### src/rtl/core_pkg.sv
// Shared types and constants for the in-order core front end.
// Holds the fetch FSM states, the fault-cause encodings and the prefetch entry type.
package core_pkg;

   typedef enum logic [1:0] {
      IDLE  = 2'd0,
      FETCH = 2'd1,
      HALT  = 2'd2
   } ifu_state_e;

   localparam logic [31:0] NOP_INSTR        = 32'h0000_0013;
   localparam logic        FAULT_MISALIGNED = 1'b0;
   localparam logic        FAULT_ACCESS     = 1'b1;

   typedef struct packed {
      logic [31:0] instr;
      logic [31:0] pc;
      logic        fault;
      logic        cause;
   } ifu_entry_t;

   localparam ifu_entry_t EMPTY_ENTRY = '{instr: NOP_INSTR, pc: 32'h0, fault: 1'b0, cause: 1'b0};

   // Fault entries always carry a NOP so a decoder that ignores the flag stays harmless.
   function automatic ifu_entry_t make_fault(input logic [31:0] pc, input logic cause);
      ifu_entry_t e;
      e.instr = NOP_INSTR;
      e.pc    = pc;
      e.fault = 1'b1;
      e.cause = cause;
      return e;
   endfunction

endpackage

### src/rtl/ifu_fifo.sv
// Prefetch FIFO of fetch entries with flush; head is read straight from flops.
// An empty FIFO presents a NOP entry at PC 0.
module ifu_fifo
   import core_pkg::*;
#(
   parameter  int DEPTH = 2,
   localparam int CW    = $clog2(DEPTH) + 1
) (
   input  logic          clk,
   input  logic          reset,
   input  logic          i_flush,
   input  logic          i_push,
   input  ifu_entry_t    i_push_data,
   input  logic          i_pop,
   output ifu_entry_t    o_head,
   output logic          o_valid,
   output logic [CW-1:0] o_count
);
   localparam int AW = $clog2(DEPTH);

   ifu_entry_t    r_mem [DEPTH];
   logic [AW-1:0] r_wr_ptr;
   logic [AW-1:0] r_rd_ptr;
   logic [CW-1:0] r_count;

   always_ff @(posedge clk) begin
      if (i_push && !i_flush) begin
         r_mem[r_wr_ptr] <= i_push_data;
      end
   end

   // Flush wins over a simultaneous push or pop.
   always_ff @(posedge clk or posedge reset) begin
      if (reset) begin
         r_wr_ptr <= '0;
         r_rd_ptr <= '0;
         r_count  <= '0;
      end else if (i_flush) begin
         r_wr_ptr <= '0;
         r_rd_ptr <= '0;
         r_count  <= '0;
      end else begin
         if (i_push) r_wr_ptr <= r_wr_ptr + AW'(1);
         if (i_pop)  r_rd_ptr <= r_rd_ptr + AW'(1);
         r_count <= r_count + CW'(i_push) - CW'(i_pop);
      end
   end

   assign o_valid = (r_count != '0);
   assign o_head  = o_valid ? r_mem[r_rd_ptr] : EMPTY_ENTRY;
   assign o_count = r_count;

endmodule

### src/rtl/instruction_fetch_unit.sv
// Fetch stage: issues in-order word reads, buffers responses and hands them to ID with their PC.
// Define IFU_PREFETCH_EN to let the prefetch FIFO and outstanding requests use the full FIFO_DEPTH.
module instruction_fetch_unit
   import core_pkg::*;
#(
   parameter logic [31:0] RESET_PC   = 32'h0000_0000,
   parameter int          FIFO_DEPTH = 2
) (
   input  logic        clk,
   input  logic        reset,
   output logic        imem_req_valid,
   input  logic        imem_req_ready,
   output logic [31:0] imem_req_addr,
   input  logic        imem_rsp_valid,
   input  logic [31:0] imem_rsp_data,
   input  logic        imem_rsp_err,
   input  logic        redirect_valid,
   input  logic [31:0] redirect_pc,
   input  logic        id_ready,
   output logic        if_valid,
   output logic [31:0] if_instr,
   output logic [31:0] if_pc,
   output logic        if_fault,
   output logic        if_fault_cause
);
   localparam int CW = $clog2(FIFO_DEPTH) + 1;
`ifdef IFU_PREFETCH_EN
   localparam int EFF_DEPTH = FIFO_DEPTH;
`else
   localparam int EFF_DEPTH = 1;
`endif
   localparam logic [CW:0] EFF_LIMIT = (CW+1)'(EFF_DEPTH);

   ifu_state_e    r_state;
   logic [31:0]   r_fetch_pc;
   logic [31:0]   r_resp_pc;
   logic [CW-1:0] r_outstanding;
   logic [CW-1:0] r_discard_cnt;
   logic          r_req_valid;
   logic          r_misalign_pend;

   logic          w_req_fire;
   logic          w_rsp_keep;
   logic          w_push;
   logic          w_pop;
   logic          w_head_valid;
   ifu_entry_t    w_push_entry;
   ifu_entry_t    w_head;
   logic [CW-1:0] w_fifo_count;
   logic [CW-1:0] w_out_next;
   logic [CW-1:0] w_count_next;
   logic [CW:0]   w_credit;

   assign w_req_fire   = r_req_valid & imem_req_ready;
   assign w_rsp_keep   = imem_rsp_valid & ~redirect_valid & (r_state == FETCH) & (r_discard_cnt == '0);
   assign w_push       = w_rsp_keep | (r_misalign_pend & ~redirect_valid);
   assign w_pop        = w_head_valid & id_ready & ~redirect_valid;
   assign w_out_next   = r_outstanding + CW'(w_req_fire) - CW'(imem_rsp_valid);
   assign w_count_next = w_fifo_count + CW'(w_push) - CW'(w_pop);
   // Credits count both in-flight words and buffered ones, so the FIFO can never overflow.
   assign w_credit     = {1'b0, w_out_next} + {1'b0, w_count_next};

   always_comb begin
      w_push_entry = '{instr: imem_rsp_data, pc: r_resp_pc, fault: 1'b0, cause: 1'b0};
      if (r_misalign_pend) begin
         w_push_entry = make_fault(r_resp_pc, FAULT_MISALIGNED);
      end else if (imem_rsp_err) begin
         w_push_entry = make_fault(r_resp_pc, FAULT_ACCESS);
      end
   end

   ifu_fifo #(.DEPTH(FIFO_DEPTH)) u_fifo (
      .clk         (clk),
      .reset       (reset),
      .i_flush     (redirect_valid),
      .i_push      (w_push),
      .i_push_data (w_push_entry),
      .i_pop       (w_pop),
      .o_head      (w_head),
      .o_valid     (w_head_valid),
      .o_count     (w_fifo_count)
   );

   // Discard count includes a request accepted on the redirect edge itself.
   always_ff @(posedge clk or posedge reset) begin
      if (reset) begin
         r_state         <= IDLE;
         r_fetch_pc      <= RESET_PC;
         r_resp_pc       <= RESET_PC;
         r_outstanding   <= '0;
         r_discard_cnt   <= '0;
         r_req_valid     <= 1'b0;
         r_misalign_pend <= 1'b0;
      end else begin
         r_outstanding <= w_out_next;
         if (redirect_valid) begin
            r_discard_cnt   <= w_out_next;
            r_fetch_pc      <= redirect_pc;
            r_resp_pc       <= redirect_pc;
            r_req_valid     <= 1'b0;
            r_misalign_pend <= (redirect_pc[1:0] != 2'b00);
            r_state         <= (redirect_pc[1:0] != 2'b00) ? HALT : FETCH;
         end else begin
            r_misalign_pend <= 1'b0;
            if (imem_rsp_valid && r_discard_cnt != '0) r_discard_cnt <= r_discard_cnt - CW'(1);
            if (w_req_fire) r_fetch_pc <= r_fetch_pc + 32'd4;
            if (w_push)     r_resp_pc  <= r_resp_pc + 32'd4;
            case (r_state)
               IDLE: begin
                  r_state     <= FETCH;
                  r_req_valid <= 1'b0;
               end
               FETCH: begin
                  if (w_rsp_keep && imem_rsp_err) begin
                     r_state     <= HALT;
                     r_req_valid <= 1'b0;
                  end else if (!(r_req_valid && !imem_req_ready)) begin
                     r_req_valid <= (w_credit < EFF_LIMIT);
                  end
               end
               HALT: r_req_valid <= 1'b0;
               default: begin
                  r_state     <= IDLE;
                  r_req_valid <= 1'b0;
               end
            endcase
         end
      end
   end

   assign imem_req_valid = r_req_valid;
   assign imem_req_addr  = {r_fetch_pc[31:2], 2'b00};
   assign if_valid       = w_head_valid;
   assign if_instr       = w_head.instr;
   assign if_pc          = w_head.pc;
   assign if_fault       = w_head.fault;
   assign if_fault_cause = w_head.cause;

endmodule
### config.mk
export PLATFORM = sky130hd
export DESIGN_NAME = instruction_fetch_unit
export DESIGN_NICKNAME = d
export VERILOG_FILES = /design/src/rtl/core_pkg.sv /design/src/rtl/ifu_fifo.sv /design/src/rtl/instruction_fetch_unit.sv
export SDC_FILE = /design/constraint.sdc
export NUM_CORES = 1
export LEC_CHECK = 0
export CORE_ASPECT_RATIO = 0.8
export CORE_MARGIN = 4
export CORE_UTILIZATION = 40
export DETAILED_ROUTE_END_ITERATION = 6
export HOLD_SLACK_MARGIN = 0.03
export PLACE_DENSITY = 0.67
export SLEW_MARGIN = 20
export SYNTH_ARGS = -nofsm -noshare
export SYNTH_HDL_FRONTEND = slang
export SYNTH_SLANG_ARGS = --single-unit
### constraint.sdc
create_clock -name clk -period 11.3 [get_ports clk]
set_clock_uncertainty 0.1 [all_clocks]
set_input_delay 3.39 -clock clk [delete_from_list [all_inputs] [get_ports clk]]
set_output_delay 3.39 -clock clk [all_outputs]
set_load 0.005 [all_outputs]
**After elaboration in Yosys (flattened, before gate mapping)**

Memory sizes are Yosys's and may differ from the RTL's.
Index checks and enable logic that the tools add are counted.

- Bitwise logic cells: 9
- Equal/unequal tests: 5
- Magnitude comparators: 1
- Add/subtract/negate cells: 10
- Reduce and logical (&&, ||, !) cells: 16
- Mux-type cells: 25

Operators with widths:

| cell | number |
|---|---|
| 2-to-1 mux 66 bit | 3 |
| 2-to-1 mux 32 bit | 4 |
| adder 32 x 3 -> 32 bit (second input constant) | 2 |
| nonzero test 2 bit | 7 |
| 2-to-1 mux 2 bit | 6 |
| 2-to-1 mux 1 bit | 11 |
| AND 1 bit | 7 |
| one-hot mux 2 bit (3 select lines) | 1 |
| adder 2 x 1 -> 2 bit | 2 |
| logical AND 1 bit | 4 |
| zero test 2 bit | 2 |
| != test 4 bit (second input constant) | 1 |
| subtractor 2 x 1 -> 2 bit | 2 |
| adder 2 x 2 -> 3 bit | 1 |
| less-than comparator 3 x 1 -> 1 bit (second input constant) | 1 |
| != test 3 x 2 -> 1 bit (second input constant) | 1 |
| adder 1 bit (second input constant) | 2 |
| == test 2 x 1 -> 1 bit (second input constant) | 1 |
| == test 2 bit (second input constant) | 1 |
| zero test 1 bit | 2 |
| != test 2 bit (second input constant) | 1 |
| AND reduction 2 bit | 1 |
| subtractor 2 x 1 -> 2 bit (second input constant) | 1 |
| inverter 1 bit | 1 |
| OR 1 bit | 1 |

- Memories kept: 1
- Flip-flop bits (word level): 76
- Bits in writable memories: 132
- Output and inout bits: 100

Memories:

| name | words | bits a word | read ports | clocked after Yosys merged registers in | write ports | RTL line | source |
|---|---|---|---|---|---|---|---|
| u_fifo.r_mem | 2 | 66 | 1 | 0 | 1 | ifu_fifo.sv:21 | `ifu_entry_t r_mem [DEPTH];` |

**Depth between registers and ports, before layout**

Gate-level depths: netlist of the first run.

- Depth in word-level cells: 13
- Depth in mapped cells: 13
- Depth with buffers taken out: 12

**Cells and area by module**

From an unflattened synthesis of the first run, not the netlist that was laid out.

- Cell total of the unflattened synthesis: 786
- Area total of the unflattened synthesis: 9650.5 µm²

By module, submodules not included:

| module | times used | cells an instance | seq. area each (µm²) | area an instance (µm²) |
|---|---|---|---|---|
| ifu_fifo | 1 | 298 | 4063.9 | 5226.3 |
| instruction_fetch_unit | 1 | 488 | 1751.7 | 4424.2 |

**Least setup slack after synthesis of the first run**

No wires, ideal clock.

- Path kind: input-to-reg
- Start: input redirect_valid
- End: memory u_fifo.r_mem[0][0] (netlist name), enable pin
- Slack: 3.503 ns
- Buffers on the path: 3
- Stages on the path: 6
- Arrival: 7.206 ns
- Data required time: 10.709 ns
- Library setup time: 0.491 ns
- Cells stage by stage: clkbuf_1 inv_1 clkbuf_1 clkbuf_1 o21ai_0 nor2_1

- Word-level cells in the longest chain between the ends: 8

Ends and longest elaborated chain:

| what | RTL line | source |
|---|---|---|
| start: declaration | instruction_fetch_unit.sv:17 | `input logic redirect_valid,` |
| inverter 1 bit | instruction_fetch_unit.sv:55, instruction_fetch_unit.sv:56 |  |
| AND 1 bit (3 in a row) | instruction_fetch_unit.sv:55 | `assign w_rsp_keep = imem_rsp_valid & ~redirect_valid & (r_state == FETCH) & (r_discard_cnt == '0);` |
| OR 1 bit | instruction_fetch_unit.sv:56 | `assign w_push = w_rsp_keep \| (r_misalign_pend & ~redirect_valid);` |
| logical AND 1 bit (*) | ifu_fifo.sv:27 | `if (i_push && !i_flush) begin` |
| 2-to-1 mux 1 bit (*) | ifu_fifo.sv:27 |  |
| 2-to-1 mux 1 bit (implied by the code) (*) | ifu_fifo.sv:28 | `r_mem[r_wr_ptr] <= i_push_data;` |
| end: declaration | ifu_fifo.sv:21 |  |

Every way passes the cells marked *; elsewhere a longest branch is shown, timed or not.

**Worst setup path in the final report of the first run**

- Start: input imem_rsp_valid
- End: register r_req_valid, in the netlist imem_req_valid

- Word-level cells in the longest chain between the ends: 12

Ends and longest elaborated chain:

| what | RTL line | source |
|---|---|---|
| start: declaration | instruction_fetch_unit.sv:14 | `input logic imem_rsp_valid,` |
| AND 1 bit (3 in a row) | instruction_fetch_unit.sv:55 |  |
| OR 1 bit | instruction_fetch_unit.sv:56 |  |
| adder 2 x 1 -> 2 bit | instruction_fetch_unit.sv:59 | `assign w_count_next = w_fifo_count + CW'(w_push) - CW'(w_pop);` |
| subtractor 2 x 1 -> 2 bit | instruction_fetch_unit.sv:59 |  |
| adder 2 x 2 -> 3 bit | instruction_fetch_unit.sv:61 | `assign w_credit = {1'b0, w_out_next} + {1'b0, w_count_next};` |
| less-than comparator 3 x 1 -> 1 bit | instruction_fetch_unit.sv:118 | `r_req_valid <= (w_credit < EFF_LIMIT);` |
| 2-to-1 mux 1 bit | instruction_fetch_unit.sv:117 | `end else if (!(r_req_valid && !imem_req_ready)) begin` |
| 2-to-1 mux 1 bit | instruction_fetch_unit.sv:114 | `if (w_rsp_keep && imem_rsp_err) begin` |
| 2-to-1 mux 1 bit | instruction_fetch_unit.sv:108 | `case (r_state)` |
| 2-to-1 mux 1 bit | instruction_fetch_unit.sv:96 | `if (redirect_valid) begin` |
| end signal: assignment | instruction_fetch_unit.sv:118 |  |
| end: declaration | instruction_fetch_unit.sv:39 | `logic r_req_valid;` |

Several ways; a longest one is shown, not always the timed one. The select of a mux whose other input is x is not followed.
A chain may end at the register's enable or synchronous reset.

==> results of run 1 <==
logic make-up after synthesis:
| kind of cell | synth area share |
|---|---|
| AO/OA/AOI/OAI | 0.0760 |
| XOR/XNOR | 0.0192 |
| adder cells (fa/ha/maj) | 0.0126 |
| buffers and inverters | 0.0273 |
| flip-flops | 0.608 |
| multiplexers | 0.0852 |
| other | 0.000392 |
| AND/OR/NAND/NOR | 0.171 |
cell type report:
| cell class | count | share of cell area |
|---|---|---|
| Sequential cell | 206 | 0.474 |
| Multi-Input combinational cell | 539 | 0.286 |
| Timing Repair Buffer | 176 | 0.143 |
| Clock buffer | 29 | 0.0495 |
| Tap cell | 312 | 0.0318 |
| Clock inverter | 10 | 0.0103 |
| Inverter | 17 | 0.00520 |
sequential cells by signal, indices dropped and copies added, names as in the netlist:
signal,cells
u_fifo.r_rd_ptr,1
u_fifo.r_wr_ptr,1
r_fetch_pc,30
r_discard_cnt,2
u_fifo.r_mem,132
r_state,2
imem_req_valid,1
r_resp_pc,32
r_outstanding,2
u_fifo.o_count,2
r_misalign_pend,1
worst max path at each step:
| stage | start | end | slack [ns] | cells after the start |
|---|---|---|---|---|
| 2_1_floorplan | redirect_valid | u_fifo.r_mem[0][0]$_DFFE_PP_ | 3.50 | 6 |
| 3_3_place_gp | imem_rsp_valid | imem_req_valid$_DFFE_PP0P_ | 4.69 | 11 |
| 3_5_place_dp | imem_rsp_valid | imem_req_valid$_DFFE_PP0P_ | 4.56 | 11 |
| 4_1_cts | imem_rsp_valid | imem_req_valid$_DFFE_PP0P_ | 5.08 | 11 |
| 5_1_grt | imem_rsp_valid | imem_req_valid$_DFFE_PP0P_ | 4.94 | 11 |
| 6_report | imem_rsp_valid | imem_req_valid$_DFFE_PP0P_ | 5.11 | 11 |
cell usage after synthesis, drive strengths merged (11+ instances only):
master and n:
a211oi 11, a31oi 21, and2 32, and3 11, buf 17, clkbuf 30
dfrtp 74, edfxtp 132, inv 17, mux2 11, mux2i 69, nand2 43
nand3 23, nand4 17, nor2 114, nor4 13, o21ai 24, o31ai 14
or4 18, xnor2 13
power groups by stage:
stage                     clock network [mW]  registers (mW)  logic [mW]
after floorplan                            0           0.928       0.235
after global placement                     0           0.965       0.406
after detailed placement                   0           0.953       0.427
after CTS                              0.749           0.939       0.429
after global routing                   0.782           0.950       0.466
final                                  0.729           0.940       0.420
layer usage:
metal	wire length [µm]	share of wire	track usage	vias up
li1	-	-	-	3307
met1	11500	0.51	0.270	3238
met2	9500	0.42	0.236	221
met3	1390	0.061	0.0296	26
met4	290	0.013	0.0268	0
met5	0	0	0	-
worst max-delay path: stages:
cell and delay [ns]:
clkdlybuf4s50_1 0.49, and4b_1 0.36, o21ai_0 0.66, ha_1 0.37
inv_1 0.06, ha_1 0.14, xor2_1 0.18, xnor2_1 0.12
fa_1 0.52, nand3b_1 0.08, a21oi_1 0.14
stage by stage:
step	std cells	hold slack, ns	util	power [mW]	worst slack, ns
final	1289	0.370	0.523	2.09	5.11
after global routing	1289	0.395	0.523	2.20	4.94
after CTS	1289	0.370	0.523	2.12	5.08
after detailed placement	1250	0.355	0.492	1.38	4.56
after global placement	1249	0.353	0.491	1.37	4.69
after floorplan	809	0.337	-	1.16	3.50
==> impl_metrics.toml, run 1 <==
[clock_network]
cts_buffers = 22
cts.path.max_buffers = 3
root_buffer = "clkbuf_16"
cts.sinks = 206
clk_latency_ns = 0.50
cts_max_level = 1
clkTransAtPathRegs_ns = 0.06
post_cts_buffers = 0
cts-resized-gates = 0
cts_tree = "built"
cts_hold_buffers = 0

[synthesis]
syn_inst = 808
synth_edf_count = 132
synthTopCellsByArea = "edfxtp_1, dfrtp_1, mux2i_1"
syn_area_um2 = 9560
yosysTopAreaCell = "edfxtp_1"
ys_seq_area_frac = 0.608
async_reset_ff_frac = 0.359
synth_top_area_frac = 0.415
avgSynthCellArea_um2 = 11.8
yosysWarnings = 0
ys_types = 53
synthFlopType = "edfxtp_1"
ys_ff_latch = 206

[floorplanning]
initial_utilization = 0.408
die-area_um2 = 26500
io-pin-count = 171
die_w_um = 181
rows = 50
die_h_um = 146
core-area_um2 = 23500

[finish]
drive_gt1_frac = 0.0614
nets = 1042
final_common_cell = "clkdlybuf4s50_1"
design_area_um2 = 12300
num_antenna_cells = 0
multiInputGateArea_um2 = 3510
layout_common_cells = "clkdlybuf4s50_1, edfxtp_1, nor2_1, dfrtp_1, mux2i_1"
fill_cells = 2020
syn_to_final_growth_pct = 28.4
regArea_um2 = 5820

[placement]
numPortBuffers = 168
hpwl_um = 15000
place_congestion = 0.788
placed_cell_area_um2 = 11500

[run]
maxCapViolCount = 0

[global_routing]
overflow = 0
grt_max_degree = 76
antenna_found_initial = 0
grt_pass1_vias = 6410
gr-usage-all-layers = 0.166
grt_first_pass_wirelength_um = 36100

[route]
route.vias.total = 6792
drcViolationCount = 0
drtPass1Iterations = 5
drtIter0Drc = 429
wl_per_cell_um = 17.6
via_per_inst = 5.27
ant_nets = 0
drt-total-wl_um = 22700

[worst_setup_path]
rr_startpoint = "r_discard_cnt[0]$_DFFE_PP0P_"
crit_type = "in2reg"
reg2reg_depth = 12
worst_setup_path_end_kind = "flop"
worstPathMaxFanout = 12
worstPathArrival_ns = 6.52
rr_endpoint = "imem_req_valid$_DFFE_PP0P_"
critPathRequiredTime_ns = 11.62
crit_path_start_kind = "input pin"
reg2reg_slack_ns = 7.91

[power]
power.switching_uw = 546
power_frac_seq = 0.450
p_int_mw = 1.54
switching_share = 0.261
ir_drop_mv = 0.0845
combinationalPowerShare = 0.201
clkPwrFrac = 0.349
p_leak_nw = 4.29
cellPowerDensity_nw_per_um2 = 170

[outcome]
outcome = "finished, final reports clean"

[timing]
fin_tns_setup_ns = 0
fin_crit_sh = 0.548
tightest_slew_ns = 0.983
hold_viol = 0
max_freq_mhz = 161
slew_headroom = 0.345
final_max_slew_viol_count = 0
min_period_ns = 6.19
setup_violations = 0
rsz0062_at_grt = "false"

[hold_path]
min_to = "u_fifo.r_mem[0][2]$_DFFE_PP_"
hold_start = "r_resp_pc[0]$_DFFE_PP0P_"
holdPathStages = 0
hp-class = "reg2reg"
Power figures use the tool's default switching activity.
==> run 2: changes to the inputs <==
==> constraint.sdc (replaced) <==
create_clock -name clk -period 6 [get_ports clk]
set_clock_uncertainty 0.1 [all_clocks]
set_input_delay 1.8 -clock clk [delete_from_list [all_inputs] [get_ports clk]]
set_output_delay 1.8 -clock clk [all_outputs]
set_load 0.005 [all_outputs]
==> run 2 against run 1 <==
  * Critical path depth fell by 7
  * Flip-flop and latch count did not move
  * Clock power up 84%
  * Wire length is 1.2% higher
  * Die area stayed put
  * Sequential share of layout area about the same
  * Critical endpoint is now if_instr[12]
  * Cell count rose by 0.23%
  * Power up 87%
  * Via count grew 2.2%
  * First-iteration DRC count up 14%
  * Largest power group unchanged
==> impl_metrics.toml, run 2 (synthesis gave the netlist of run 1 again) <==
[hold_path]
min_to = "u_fifo.r_mem[0][2]$_DFFE_PP_"
holdPathStages = 0
hold_start = "r_resp_pc[0]$_DFFE_PP0P_"
hp-class = "reg2reg"

[clock_network]
cts_max_level = 1
cts_buffers = 22
cts.sinks = 206
cts_tree = "built"
root_buffer = "clkbuf_16"
cts_hold_buffers = 0
cts-resized-gates = 0
clk_latency_ns = 0.49
cts.path.max_buffers = 3
clkTransAtPathRegs_ns = 0.06
post_cts_buffers = 0

[timing]
slew_headroom = 0.297
final_max_slew_viol_count = 0
tightest_slew_ns = 1.05
fin_tns_setup_ns = 0
hold_viol = 0
fin_crit_sh = 0.779
max_freq_mhz = 214
rsz0062_at_grt = "false"
setup_violations = 0
timing.hold.ws_ns = 0.367
min_period_ns = 4.67

[route]
ant_nets = 0
drt-total-wl_um = 22900
m1WireLength_um = 11600
drtPass1Iterations = 5
route.vias.total = 6939
top_layer = "met4"
drtIter0Drc = 488
dr_wl_met2_um = 9690
via_per_inst = 5.37
dr_wl_met3_um = 1350
drcViolationCount = 0
wl_per_cell_um = 17.7

[worst_setup_path]
worstPathArrival_ns = 2.77
path_cells = "buf_4 > mux2i_1 > nor2_1 > clkdlybuf4s50_1"
worst_setup_path_end_kind = "primary output"
slowest_stage = "dfrtp_4"
cp_num_buf_inv = 2
crit_path_max_incr_delay_ns = 1.12
rr_endpoint = "imem_req_valid$_DFFE_PP0P_"
rr_startpoint = "r_discard_cnt[0]$_DFFE_PP0P_"
crit_path_start_kind = "flop"
critical_path.top_delay_family = "flip-flops"
critPathRequiredTime_ns = 4.10
worstPathMaxFanout = 58
reg2reg_slack_ns = 2.62
reg2reg_depth = 12
crit_type = "reg2out"

[global_routing]
grt_first_pass_wirelength_um = 36900
grt_pass1_vias = 6715
antenna_found_initial = 0
overflow = 0
grt_max_degree = 76
gr-usage-all-layers = 0.169

[floorplanning]
io-pin-count = 171
rows = 50
die-area_um2 = 26500
initial_utilization = 0.408
core-area_um2 = 23500
die_w_um = 181
die_h_um = 146

[run]
maxCapViolCount = 0

[power]
p_leak_nw = 4.29
power_mw = 3.91
ir_drop_mv = 0.163
cellPowerDensity_nw_per_um2 = 319

[finish]
finalNonFillerCells = 1292
nets = 1044
layout_common_cells = "clkdlybuf4s50_1, edfxtp_1, nor2_1, dfrtp_1, mux2i_1"
design_area_um2 = 12300
top_register = "u_fifo.r_mem"
reg_top3 = "u_fifo.r_mem: 132 flops, r_resp_pc: 32 flops, r_fetch_pc: 30 flops"
drive_gt1_frac = 0.0684
largest_register_ffs = 132
final_common_cell = "clkdlybuf4s50_1"
num_antenna_cells = 0
syn_to_final_growth_pct = 28.3

[placement]
placed_cell_area_um2 = 11500
dp_cells = 1252
place_congestion = 0.794
numPortBuffers = 168
hpwl_um = 15500

[outcome]
outcome = "finished, final reports clean"
==> run 2: area by class of cell <==
class	count	area [µm²]
inverters	17	63.8
fillers	2056	11200
multi-input cells	539	3510
repair buffers	178	1750
flip-flops and latches	206	5820
clock inverters	11	115
clock buffers	29	617
well taps	312	390
==> run 2: worst max-delay path by stage <==
| stage | from | depth (start not counted) | end | slack [ns] |
|---|---|---|---|---|
| after floorplan | redirect_valid | 6 | u_fifo.r_mem[0][0]$_DFFE_PP_ | -0.21 |
| after global placement | imem_rsp_valid | 11 | imem_req_valid$_DFFE_PP0P_ | 1.0 |
| after detailed placement | imem_rsp_valid | 11 | imem_req_valid$_DFFE_PP0P_ | 0.93 |
| after CTS | u_fifo.r_rd_ptr$_DFFE_PP0P_ | 4 | if_instr[12] | 1.31 |
| after global routing | u_fifo.r_rd_ptr$_DFFE_PP0P_ | 4 | if_instr[12] | 1.18 |
| final | u_fifo.r_rd_ptr$_DFFE_PP0P_ | 4 | if_instr[12] | 1.33 |
==> run 2: worst register-to-register path, stage by stage (launching register included) <==
cell and delay (ns):
dfrtp_1 0.33, inv_1 0.06, ha_1 0.22, and4b_1 0.34
o21ai_0 0.64, ha_1 0.36, inv_1 0.05, ha_1 0.15
xor2_1 0.18, xnor2_1 0.12, fa_1 0.52, nand3b_1 0.09
a21oi_1 0.14
==> run 2: metal layers <==
metal | vias to the layer above | track usage
li1 | 3314 | -
met1 | 3362 | 0.269
met2 | 237 | 0.243
met3 | 26 | 0.0306
met4 | 0 | 0.0310
met5 | - | 0
==> run 2: power breakdown <==
part           leakage (nW)  switching, mW  internal (mW)  total, mW
clock                 0.359          0.533          0.811       1.34
sequential             2.09          0.144           1.65       1.79
combinational          1.85          0.357          0.417      0.774
total                  4.29           1.03           2.88       3.91
==> run 2: per-stage QoR <==
stage | setup WS (ns) | utilization
floorplan | -0.207 | -
global placement | 0.998 | 0.492
detailed placement | 0.934 | 0.492
CTS | 1.31 | 0.523
global route | 1.18 | 0.523
finish | 1.33 | 0.523
==> run 3: changes to the inputs <==
--- a/config.mk
+++ b/config.mk
@@ -10,7 +10,7 @@
 export CORE_UTILIZATION = 40
 export DETAILED_ROUTE_END_ITERATION = 6
 export HOLD_SLACK_MARGIN = 0.03
-export PLACE_DENSITY = 0.67
+export PLACE_DENSITY = 0.7
 export SLEW_MARGIN = 20
 export SYNTH_ARGS = -nofsm -noshare
 export SYNTH_HDL_FRONTEND = slang
==> constraint.sdc (replaced) <==
create_clock -name clk -period 3.8 [get_ports clk]
set_clock_uncertainty 0.1 [all_clocks]
set_input_delay 1.14 -clock clk [delete_from_list [all_inputs] [get_ports clk]]
set_output_delay 1.14 -clock clk [all_outputs]
set_load 0.005 [all_outputs]
==> run 3 against run 2 <==
  * Non-clock buffer count rose by 8
  * Register-to-register slack worse by 1.6 ns
  * Wire length rose by 0.40%
  * Critical path depth did not move
  * Global-route usage increased by 0.089 points
  * Clock power up 71%
  * Clock-buffer cell count grew 1
  * Worst hold slack gained 0.0048 ns
  * Utilization up 0.78 points
  * Die area is the same
  * Sequential share of layout area is 0.70 points lower
==> impl_metrics.toml, run 3 (synthesis gave the netlist of run 1 again) <==
[clock_network]
cts.sinks = 206
cts.path.max_buffers = 3
cts_hold_buffers = 0
cts_tree = "built"
cts_buffers = 23
post_cts_buffers = 0
cts_max_level = 1
root_buffer = "clkbuf_16"
clkTransAtPathRegs_ns = 0.06
cts-resized-gates = 0
clk_latency_ns = 0.50

[worst_setup_path]
worstPathMaxFanout = 18
critPathRequiredTime_ns = 2.56
crit_path_start_kind = "flop"
worstPathArrival_ns = 2.28
crit_type = "reg2out"
worst_setup_path_end_kind = "primary output"
crit_path_max_incr_delay_ns = 0.65
slowest_stage = "dfrtp_4"
path_cells = "buf_4 > mux2i_1 > nor2_1 > clkdlybuf4s50_1"

[power]
ir_drop_mv = 0.251
cellPowerDensity_nw_per_um2 = 512
p_leak_nw = 4.36
power_mw = 6.37

[route]
drt-total-wl_um = 23000
ant_nets = 0
drcViolationCount = 0
drtPass1Iterations = 7
drtIter0Drc = 451
via_per_inst = 5.30
wl_per_cell_um = 17.7
route.vias.total = 6896

[global_routing]
gr-usage-all-layers = 0.170
grt_max_degree = 76
antenna_found_initial = 0
overflow = 0
grt_first_pass_wirelength_um = 36800
grt_pass1_vias = 6545

[floorplanning]
io-pin-count = 171
rows = 50
die_h_um = 146
die-area_um2 = 26500
initial_utilization = 0.408
die_w_um = 181
core-area_um2 = 23500

[finish]
final_common_cell = "clkdlybuf4s50_1"
final_util = 0.531
syn_to_final_growth_pct = 30.2
largest_register_ffs = 132
reg_top3 = "u_fifo.r_mem: 132 flops, r_resp_pc: 32 flops, r_fetch_pc: 30 flops"
finalNonFillerCells = 1301
top_register = "u_fifo.r_mem"
nets = 1053
drive_gt1_frac = 0.0799
layout_common_cells = "clkdlybuf4s50_1, edfxtp_1, nor2_1, dfrtp_1, mux2i_1"
num_antenna_cells = 0

[timing]
slew_headroom = 0.467
min_period_ns = 3.52
final_max_slew_viol_count = 0
setup_violations = 0
tightest_slew_ns = 0.799
layout_setup_ws_ns = 0.283
hold_viol = 0
timing.hold.ws_ns = 0.372
max_freq_mhz = 284
fin_crit_sh = 0.926
rsz0062_at_grt = "false"

[hold_path]
hp-class = "reg2reg"

[placement]
pre_cts_ws_ns = 0.0119
place_congestion = 0.790
numPortBuffers = 168
hpwl_um = 15500
dp_cells = 1260

[outcome]
outcome = "finished, final reports clean"

[run]
maxCapViolCount = 0
[run 3: cell count changes in the layout (fill, tap and decap cells not counted)]
cell	previous run	this run
clkinv_8	1	0
buf_4	10	13
clkbuf_16	22	23
bufinv_16	2	3
buf_12	0	5
clkinv_1	3	0
clkinvlp_4	1	6
inv_8	0	1
clkinv_2	4	1
[run 3: path summary, 6_finish.rpt]
path,start,to,slack [ns],cells past startpoint
worst max-delay path,u_fifo.r_rd_ptr$_DFFE_PP0P_,if_pc[9],0.28,4
worst min-delay path,r_resp_pc[1]$_DFFE_PP0P_,u_fifo.r_mem[0][3]$_DFFE_PP_,0.37,0
worst max register to register,r_discard_cnt[0]$_DFFE_PP0P_,imem_req_valid$_DFFE_PP0P_,1.01,12
worst min register to register,r_resp_pc[1]$_DFFE_PP0P_,u_fifo.r_mem[0][3]$_DFFE_PP_,0.37,0
max in group asynchronous,reset,r_discard_cnt[1]$_DFFE_PP0P_,1.97,3
min in group asynchronous,reset,r_fetch_pc[21]$_DFFE_PP0P_,0.97,2
[run 3: layout make-up]
type,count,area (µm²)
Fill cell,2044,11000
Sequential cell,206,5820
Multi-Input combinational cell,539,3510
Timing Repair Buffer,186,1870
Clock buffer,30,642
Tap cell,312,390
Clock inverter,11,151
Inverter,17,63.8
[run 3: report_power, final]
group / switching, mW / total [mW] / leakage, nW / internal, mW
clock network: 0.888 / 2.29 / 0.369 / 1.40
registers: 0.183 / 2.79 / 2.09 / 2.60
logic: 0.613 / 1.29 / 1.91 / 0.682
total: 1.68 / 6.37 / 4.36 / 4.69
[run 3: stage by stage]
stage | setup TNS, ns | cell area, µm²
CTS | 0 | 12500
finish | 0 | 12500
floorplan | -76.44 | 9570
global route | 0 | 12500
detailed placement | 0 | 11700
global placement | 0 | 11700
[run 3: per-layer routing]
metal	vias to the layer above	global-route usage	routed length (µm)
li1	3324	-	-
met1	3301	0.273	11500
met2	248	0.237	9570
met3	23	0.0346	1520
met4	0	0.0336	401
met5	-	0	0
[run 3: worst max-delay path: cells and delay by family, from the launching register on]
family / cells / cell delay [ns]
and+or+nand+nor: 1 / 0.05
buffers and inverters: 2 / 0.86
DFF: 1 / 0.65
muxes: 1 / 0.21
